$ cat src/rtl/led_pkg.sv
// ---------------------------------------------------------------------------
// led_pkg
// Shared definitions for the LED breathing controller: FSM state encoding,
// default parameter values and the step-counter width.
// ---------------------------------------------------------------------------
package led_pkg;

  typedef enum logic [1:0] {
    ST_IDLE = 2'd0,
    ST_UP   = 2'd1,
    ST_DOWN = 2'd2
  } led_state_e;

  localparam int LED_PWM_BITS_DEF     = 8;
  localparam int LED_STEP_PERIODS_DEF = 4;
  localparam int LED_STEP_CNT_W       = 16;

endpackage

$ cat src/rtl/led_pwm.sv
// ---------------------------------------------------------------------------
// led_pwm
// Free-running PWM counter with a registered compare output.
// Ports:
//   clk         system clock, rising edge
//   rst         asynchronous active-high reset
//   duty_eff    effective duty value compared against the counter
//   en          gates the LED drive
//   led         registered PWM output: en && (cnt < duty_eff), one cycle late
//   period_done high while the counter sits at its maximum value
// ---------------------------------------------------------------------------
module led_pwm #(
  parameter int PWM_BITS = led_pkg::LED_PWM_BITS_DEF
) (
  input  logic                clk,
  input  logic                rst,
  input  logic [PWM_BITS-1:0] duty_eff,
  input  logic                en,
  output logic                led,
  output logic                period_done
);

  localparam logic [PWM_BITS-1:0] CNT_MAX = '1;

  logic [PWM_BITS-1:0] r_cnt;
  logic                r_led;

  always_ff @(posedge clk or posedge rst) begin
    if (rst) begin
      r_cnt <= '0;
      r_led <= 1'b0;
    end else begin
      r_cnt <= r_cnt + 1'b1;
      r_led <= en && (r_cnt < duty_eff);
    end
  end

  assign led         = r_led;
  assign period_done = (r_cnt == CNT_MAX);

endmodule

$ cat src/rtl/led_breathe.sv
// ---------------------------------------------------------------------------
// led_breathe
// LED "breathing" controller: ramps a PWM duty value up and down linearly,
// one step every STEP_PERIODS complete PWM periods.
// Optional feature macro: LED_BREATHE_GAMMA_EN -- when defined, the PWM
// compares against the upper half of duty*duty for a perceptual curve; the
// duty port always carries the linear ramp value.
// Ports:
//   clk         system clock, rising edge
//   rst         asynchronous active-high reset
//   en          breathing enable, level-sensitive
//   led         registered PWM drive
//   duty        current linear ramp duty
//   period_done one-cycle pulse on the last cycle of each PWM period
//
// state   | meaning
// --------+----------------------------------------------
// ST_IDLE | disabled, duty and step counter held at 0
// ST_UP   | duty rising one step per step event
// ST_DOWN | duty falling one step per step event
// ---------------------------------------------------------------------------
module led_breathe
  import led_pkg::*;
#(
  parameter int PWM_BITS     = LED_PWM_BITS_DEF,
  parameter int STEP_PERIODS = LED_STEP_PERIODS_DEF
) (
  input  logic                clk,
  input  logic                rst,
  input  logic                en,
  output logic                led,
  output logic [PWM_BITS-1:0] duty,
  output logic                period_done
);

  localparam logic [PWM_BITS-1:0]       DUTY_MAX  = '1;
  localparam logic [LED_STEP_CNT_W-1:0] STEP_LAST = LED_STEP_CNT_W'(STEP_PERIODS - 1);

  led_state_e                r_state, w_state_nxt;
  logic [PWM_BITS-1:0]       r_duty, w_duty_nxt;
  logic [LED_STEP_CNT_W-1:0] r_step_cnt, w_step_nxt;
  logic [PWM_BITS-1:0]       w_duty_eff;
  logic                      w_period_done;
  logic                      w_step;

  // Step event fires on the STEP_PERIODS-th period_done pulse.
  assign w_step = w_period_done && (r_step_cnt == STEP_LAST);

  always_ff @(posedge clk or posedge rst) begin
    if (rst) r_state <= ST_IDLE;
    else     r_state <= w_state_nxt;
  end

  // en dropping outranks a coincident step event.
  always_comb begin
    w_state_nxt = r_state;
    case (r_state)
      ST_IDLE: if (en) w_state_nxt = ST_UP;
      ST_UP: begin
        if (!en)                               w_state_nxt = ST_IDLE;
        else if (w_step && r_duty == DUTY_MAX) w_state_nxt = ST_DOWN;
      end
      ST_DOWN: begin
        if (!en)                          w_state_nxt = ST_IDLE;
        else if (w_step && r_duty == '0)  w_state_nxt = ST_UP;
      end
      default: w_state_nxt = ST_IDLE;
    endcase
  end

  // Turnaround values (max-1 / 1) keep each endpoint to a single step.
  always_comb begin
    w_duty_nxt = r_duty;
    w_step_nxt = r_step_cnt;
    case (r_state)
      ST_UP, ST_DOWN: begin
        if (!en) begin
          w_duty_nxt = '0;
          w_step_nxt = '0;
        end else if (w_step) begin
          w_step_nxt = '0;
          if (r_state == ST_UP)
            w_duty_nxt = (r_duty == DUTY_MAX) ? DUTY_MAX - 1'b1 : r_duty + 1'b1;
          else
            w_duty_nxt = (r_duty == '0) ? PWM_BITS'(1) : r_duty - 1'b1;
        end else if (w_period_done) begin
          w_step_nxt = r_step_cnt + 1'b1;
        end
      end
      default: begin
        w_duty_nxt = '0;
        w_step_nxt = '0;
      end
    endcase
  end

  always_ff @(posedge clk or posedge rst) begin
    if (rst) begin
      r_duty     <= '0;
      r_step_cnt <= '0;
    end else begin
      r_duty     <= w_duty_nxt;
      r_step_cnt <= w_step_nxt;
    end
  end

`ifdef LED_BREATHE_GAMMA_EN
  logic [2*PWM_BITS-1:0] w_duty_sq;
  assign w_duty_sq  = r_duty * r_duty;
  assign w_duty_eff = w_duty_sq[2*PWM_BITS-1:PWM_BITS];
`else
  assign w_duty_eff = r_duty;
`endif

  led_pwm #(.PWM_BITS(PWM_BITS)) u_pwm (
    .clk         (clk),
    .rst         (rst),
    .duty_eff    (w_duty_eff),
    .en          (en),
    .led         (led),
    .period_done (w_period_done)
  );

  assign duty        = r_duty;
  assign period_done = w_period_done;

endmodule

$ cat config.mk
export PLATFORM = sky130hd
export DESIGN_NAME = led_breathe
export DESIGN_NICKNAME = d
export VERILOG_FILES = /design/src/rtl/led_pkg.sv /design/src/rtl/led_pwm.sv /design/src/rtl/led_breathe.sv
export SDC_FILE = /design/constraint.sdc
export NUM_CORES = 1
export LEC_CHECK = 0
export ABC_AREA = 1
export BUFFER_PORTS_ARGS = -buffer_cell sky130_fd_sc_hd__buf_2
export CORE_MARGIN = 4
export CORE_UTILIZATION = 35
export DETAILED_ROUTE_END_ITERATION = 16
export HOLD_SLACK_MARGIN = 0.08
export PLACE_DENSITY = 0.56
export SYNTH_ARGS = -nofsm -noshare
export SYNTH_HDL_FRONTEND = slang
export SYNTH_SLANG_ARGS = --single-unit
export TNS_END_PERCENT = 1
$ cat constraint.sdc
create_clock -name clk -period 1.95 [get_ports clk]
set_input_delay 0.195 -clock clk [delete_from_list [all_inputs] [get_ports clk]]
set_output_delay 0.195 -clock clk [all_outputs]
set_load 0.03 [all_outputs]
==> metrics.md <==
| Metric | Value |
|---|---|
| Maximum number of pins on one net before global-route repair | `36` |
| CTS-repair resized insts | `0` |
| Fill cell total of the finished layout | `670` |
| Worst setup SP type | `register` |
| Wire length of the first global-routing pass | `9020 µm` |
| Worst Hold Path Cells | `3` |
| Type of element capturing the critical path | `register` |
| Arrival time of the worst setup path | `2010 ps` |
| Final weighted congestion of routability-driven global placement | `0.838` |
| Worst slew margin relative to its limit | `0.698` |
| Share of the core filled with cells in the final layout | `0.406` |
| Commonest non-fill, non-tap cell in the layout | `sky130_fd_sc_hd__nand2_1` |
| Register bit count reported by yosys | `35` |
| H-tree depth | `2` |
| Mean routed wirelength per cell | `12.4 µm` |
| Clock Latency Late Sink | `290 ps` |
| Clock Root Buffer | `sky130_fd_sc_hd__clkbuf_8` |
| Clk slew on worst S/H paths | `80 ps` |
| Total of max-cap violations | `0` |
| Post-CTS Hold Buffers | `1` |
| Sequential share of power | `0.431` |
| Worst min-delay path category | `in -> reg` |
| Clk pwr share | `0.295` |
| Post-CTS setup-driven buffer insertion count | `0` |
| Register area share after synthesis | `0.367` |
| Required @ worst endpoint | `2160 ps` |
| Status | `completed` |
| Setup-failing EPs final | `0` |
| Mean number of vias per cell | `4.97` |
| Final period utilization | `0.920` |
| Leak Pwr | `0.00132 µW` |
| Remaining antenna violation count | `0` |
| Average instance area after synthesis | `7.42 µm²` |
| Part of the total power dissipated in combinational logic | `0.275` |
| Leading cell types in the layout, fill and taps excluded | `sky130_fd_sc_hd__nand2_1 (67), sky130_fd_sc_hd__inv_1 (45), sky130_fd_sc_hd__nor2_1 (41), sky130_fd_sc_hd__dfrtp_1 (35), sky130_fd_sc_hd__o21ai_0 (23)` |
| I/O pin cnt | `13` |
| Synthesized net count | `341` |
| Die width | `90.6 µm` |
| Switching share of power | `0.355` |
| Min setup slack post-route | `156 ps` |
| Core ar. | `0.00649 mm²` |
| Power per cell area | `669 mW/mm²` |
| # nets final | `360` |
| Chip height | `90.6 µm` |
| Gate count after technology mapping | `322` |
| Worst Path Max Fanout | `5` |
| Clock Path Buffers | `2` |
| Tmin final | `1790 ps` |
| Initial antenna violation count | `0` |
| Number of distinct library cells after synthesis | `30` |
| Count of input and output buffers | `12` |
| Setup repair after global routing missed its margin | `false` |
| Drt pass-1 iters | `4` |
| Fmax | `557 MHz` |
| Switching pwr | `626 µW` |
| Maximum VDD drop | `0.303 mV` |
| Initial core utilization | `0.368` |
| Path depth of the worst reg2reg path | `7` |
| Max-slew violation total from the final report | `0` |
| Total wire length | `5200 µm` |
| Internal Dissipation | `1140 µW` |
| DR DRC count | `0` |
| Hpwl dp | `3980 µm` |
| Layout cell share with drive strength beyond 1 | `0.123` |
| Total number of clock tree sinks | `35` |
| TritonCTS clock tree | `done` |
| Total number of placement rows | `29` |
| Number of global-route vias before repair | `1982` |
| Overall track demand over capacity in global routing | `0.134` |
| Dpl ws | `158 ps` |
| Number of buffers created by CTS | `5` |
| Post-Synthesis Cell Area | `0.00239 mm²` |
| Worst hold slack after final layout | `209 ps` |
| Fin Clk Skew | `8.78 ps` |
| Hold Vio Cnt, Final | `0` |
| Path type of the worst setup path | `reg -> reg` |
| Synth-to-Final Area Change | `10.4%` |
| Transition at the pin with the smallest max-transition slack | `453 ps` |
| ANT cells | `0` |
| Overflow after GRT | `0` |
| Summed negative setup slack over all endpoints | `0 ps` |
| Die Outline Area | `0.00821 mm²` |
| Vias after detailed routing | `2082` |
| DR iter-0 viols | `69` |
| Number of warning messages in the yosys log | `0` |
[layer usage]
metal,up-vias,part of all wire,global-route usage
met1,963,0.52,0.187
li1,1079,-,-
met2,34,0.43,0.205
met3,6,0.035,0.0250
met4,0,0.015,0.0497
met5,-,0,0
[worst max-delay path, stage by stage (launching register included)]
cell	delay (ps)
sky130_fd_sc_hd__dfrtp_1	400
sky130_fd_sc_hd__ha_1	250
sky130_fd_sc_hd__nand3_4	130
sky130_fd_sc_hd__nor3_4	270
sky130_fd_sc_hd__nand3_2	130
sky130_fd_sc_hd__nor2_1	330
sky130_fd_sc_hd__nand4_1	120
sky130_fd_sc_hd__o21ai_0	100
[power by group through the flow]
| stage | Combinational (µW) | Sequential, µW | Clock [µW] |
|---|---|---|---|
| after global placement | 490 | 772 | 0 |
| after CTS | 486 | 759 | 542 |
| final | 485 | 760 | 520 |
| after global routing | 561 | 763 | 573 |
| after floorplan | 370 | 770 | 0 |
| after detailed placement | 484 | 774 | 0 |
[sequential cells by signal, summed over array words and instances (netlist names)]
| name | cells |
|---|---|
| r_state | 2 |
| u_pwm.led | 1 |
| u_pwm.r_cnt | 8 |
| r_step_cnt | 16 |
| duty | 8 |
[cell usage after synthesis (all sizes together)]
cell	n	area, µm²
a21oi	18	90.1
a31oi	1	6.26
and3	1	6.26
buf	3	21.3
clkbuf	1	3.75
dfrtp	35	876
ha	16	200
inv	46	173
nand2	74	305
nand3	21	123
nand4	13	81.3
nor2	47	201
nor3	7	57.6
nor3b	1	7.51
o21a	2	15.0
o21ai	24	120
o21bai	1	7.51
or2	1	6.26
xnor2	2	17.5
xor2	8	70.1
[final cells by class]
class,instances,area (µm²),share of cell area
multi-input cells,237,1320,0.499
repair buffers,16,92.6,0.0351
inverters,46,173,0.0655
clock buffers,5,68.8,0.0261
well taps,77,96.3,0.0365
flip-flops and latches,35,876,0.332
clock inverters,3,15.0,0.00570
[cell families (layout without fill, tap and decap cells)]
logic type | count (synthesis) | in the layout | synth area share
flip-flops | 35 | 35 | 0.367
XOR/XNOR | 10 | 10 | 0.0367
AO/OA/AOI/OAI | 46 | 46 | 0.100
AND/OR/NAND/NOR | 165 | 165 | 0.330
adder cells (fa/ha/maj) | 16 | 16 | 0.0838
buffers and inverters | 50 | 70 | 0.0828
[metrics by stage]
step / total power (µW) / cell area (µm²) / cells
after floorplan: 1140 / 2390 / 322
after global placement: 1260 / 2540 / 410
after detailed placement: 1260 / 2540 / 410
after CTS: 1790 / 2640 / 419
after global routing: 1900 / 2640 / 419
final: 1760 / 2640 / 419
[final timing paths]
| path | start | to | slack [ps] |
|---|---|---|---|
| setup / recovery | u_pwm.r_cnt[1] | duty[3] | 160 |
| hold / removal | en | u_pwm.led | 210 |
| setup reg to reg | u_pwm.r_cnt[1] | duty[3] | 160 |
| hold reg to reg | u_pwm.r_cnt[0] | u_pwm.r_cnt[0] | 470 |
| max in group asynchronous | rst | r_step_cnt[10] | 1080 |
| min in group asynchronous | rst | duty[1] | 550 |
Note: power is estimated with default switching activity, not from simulation.
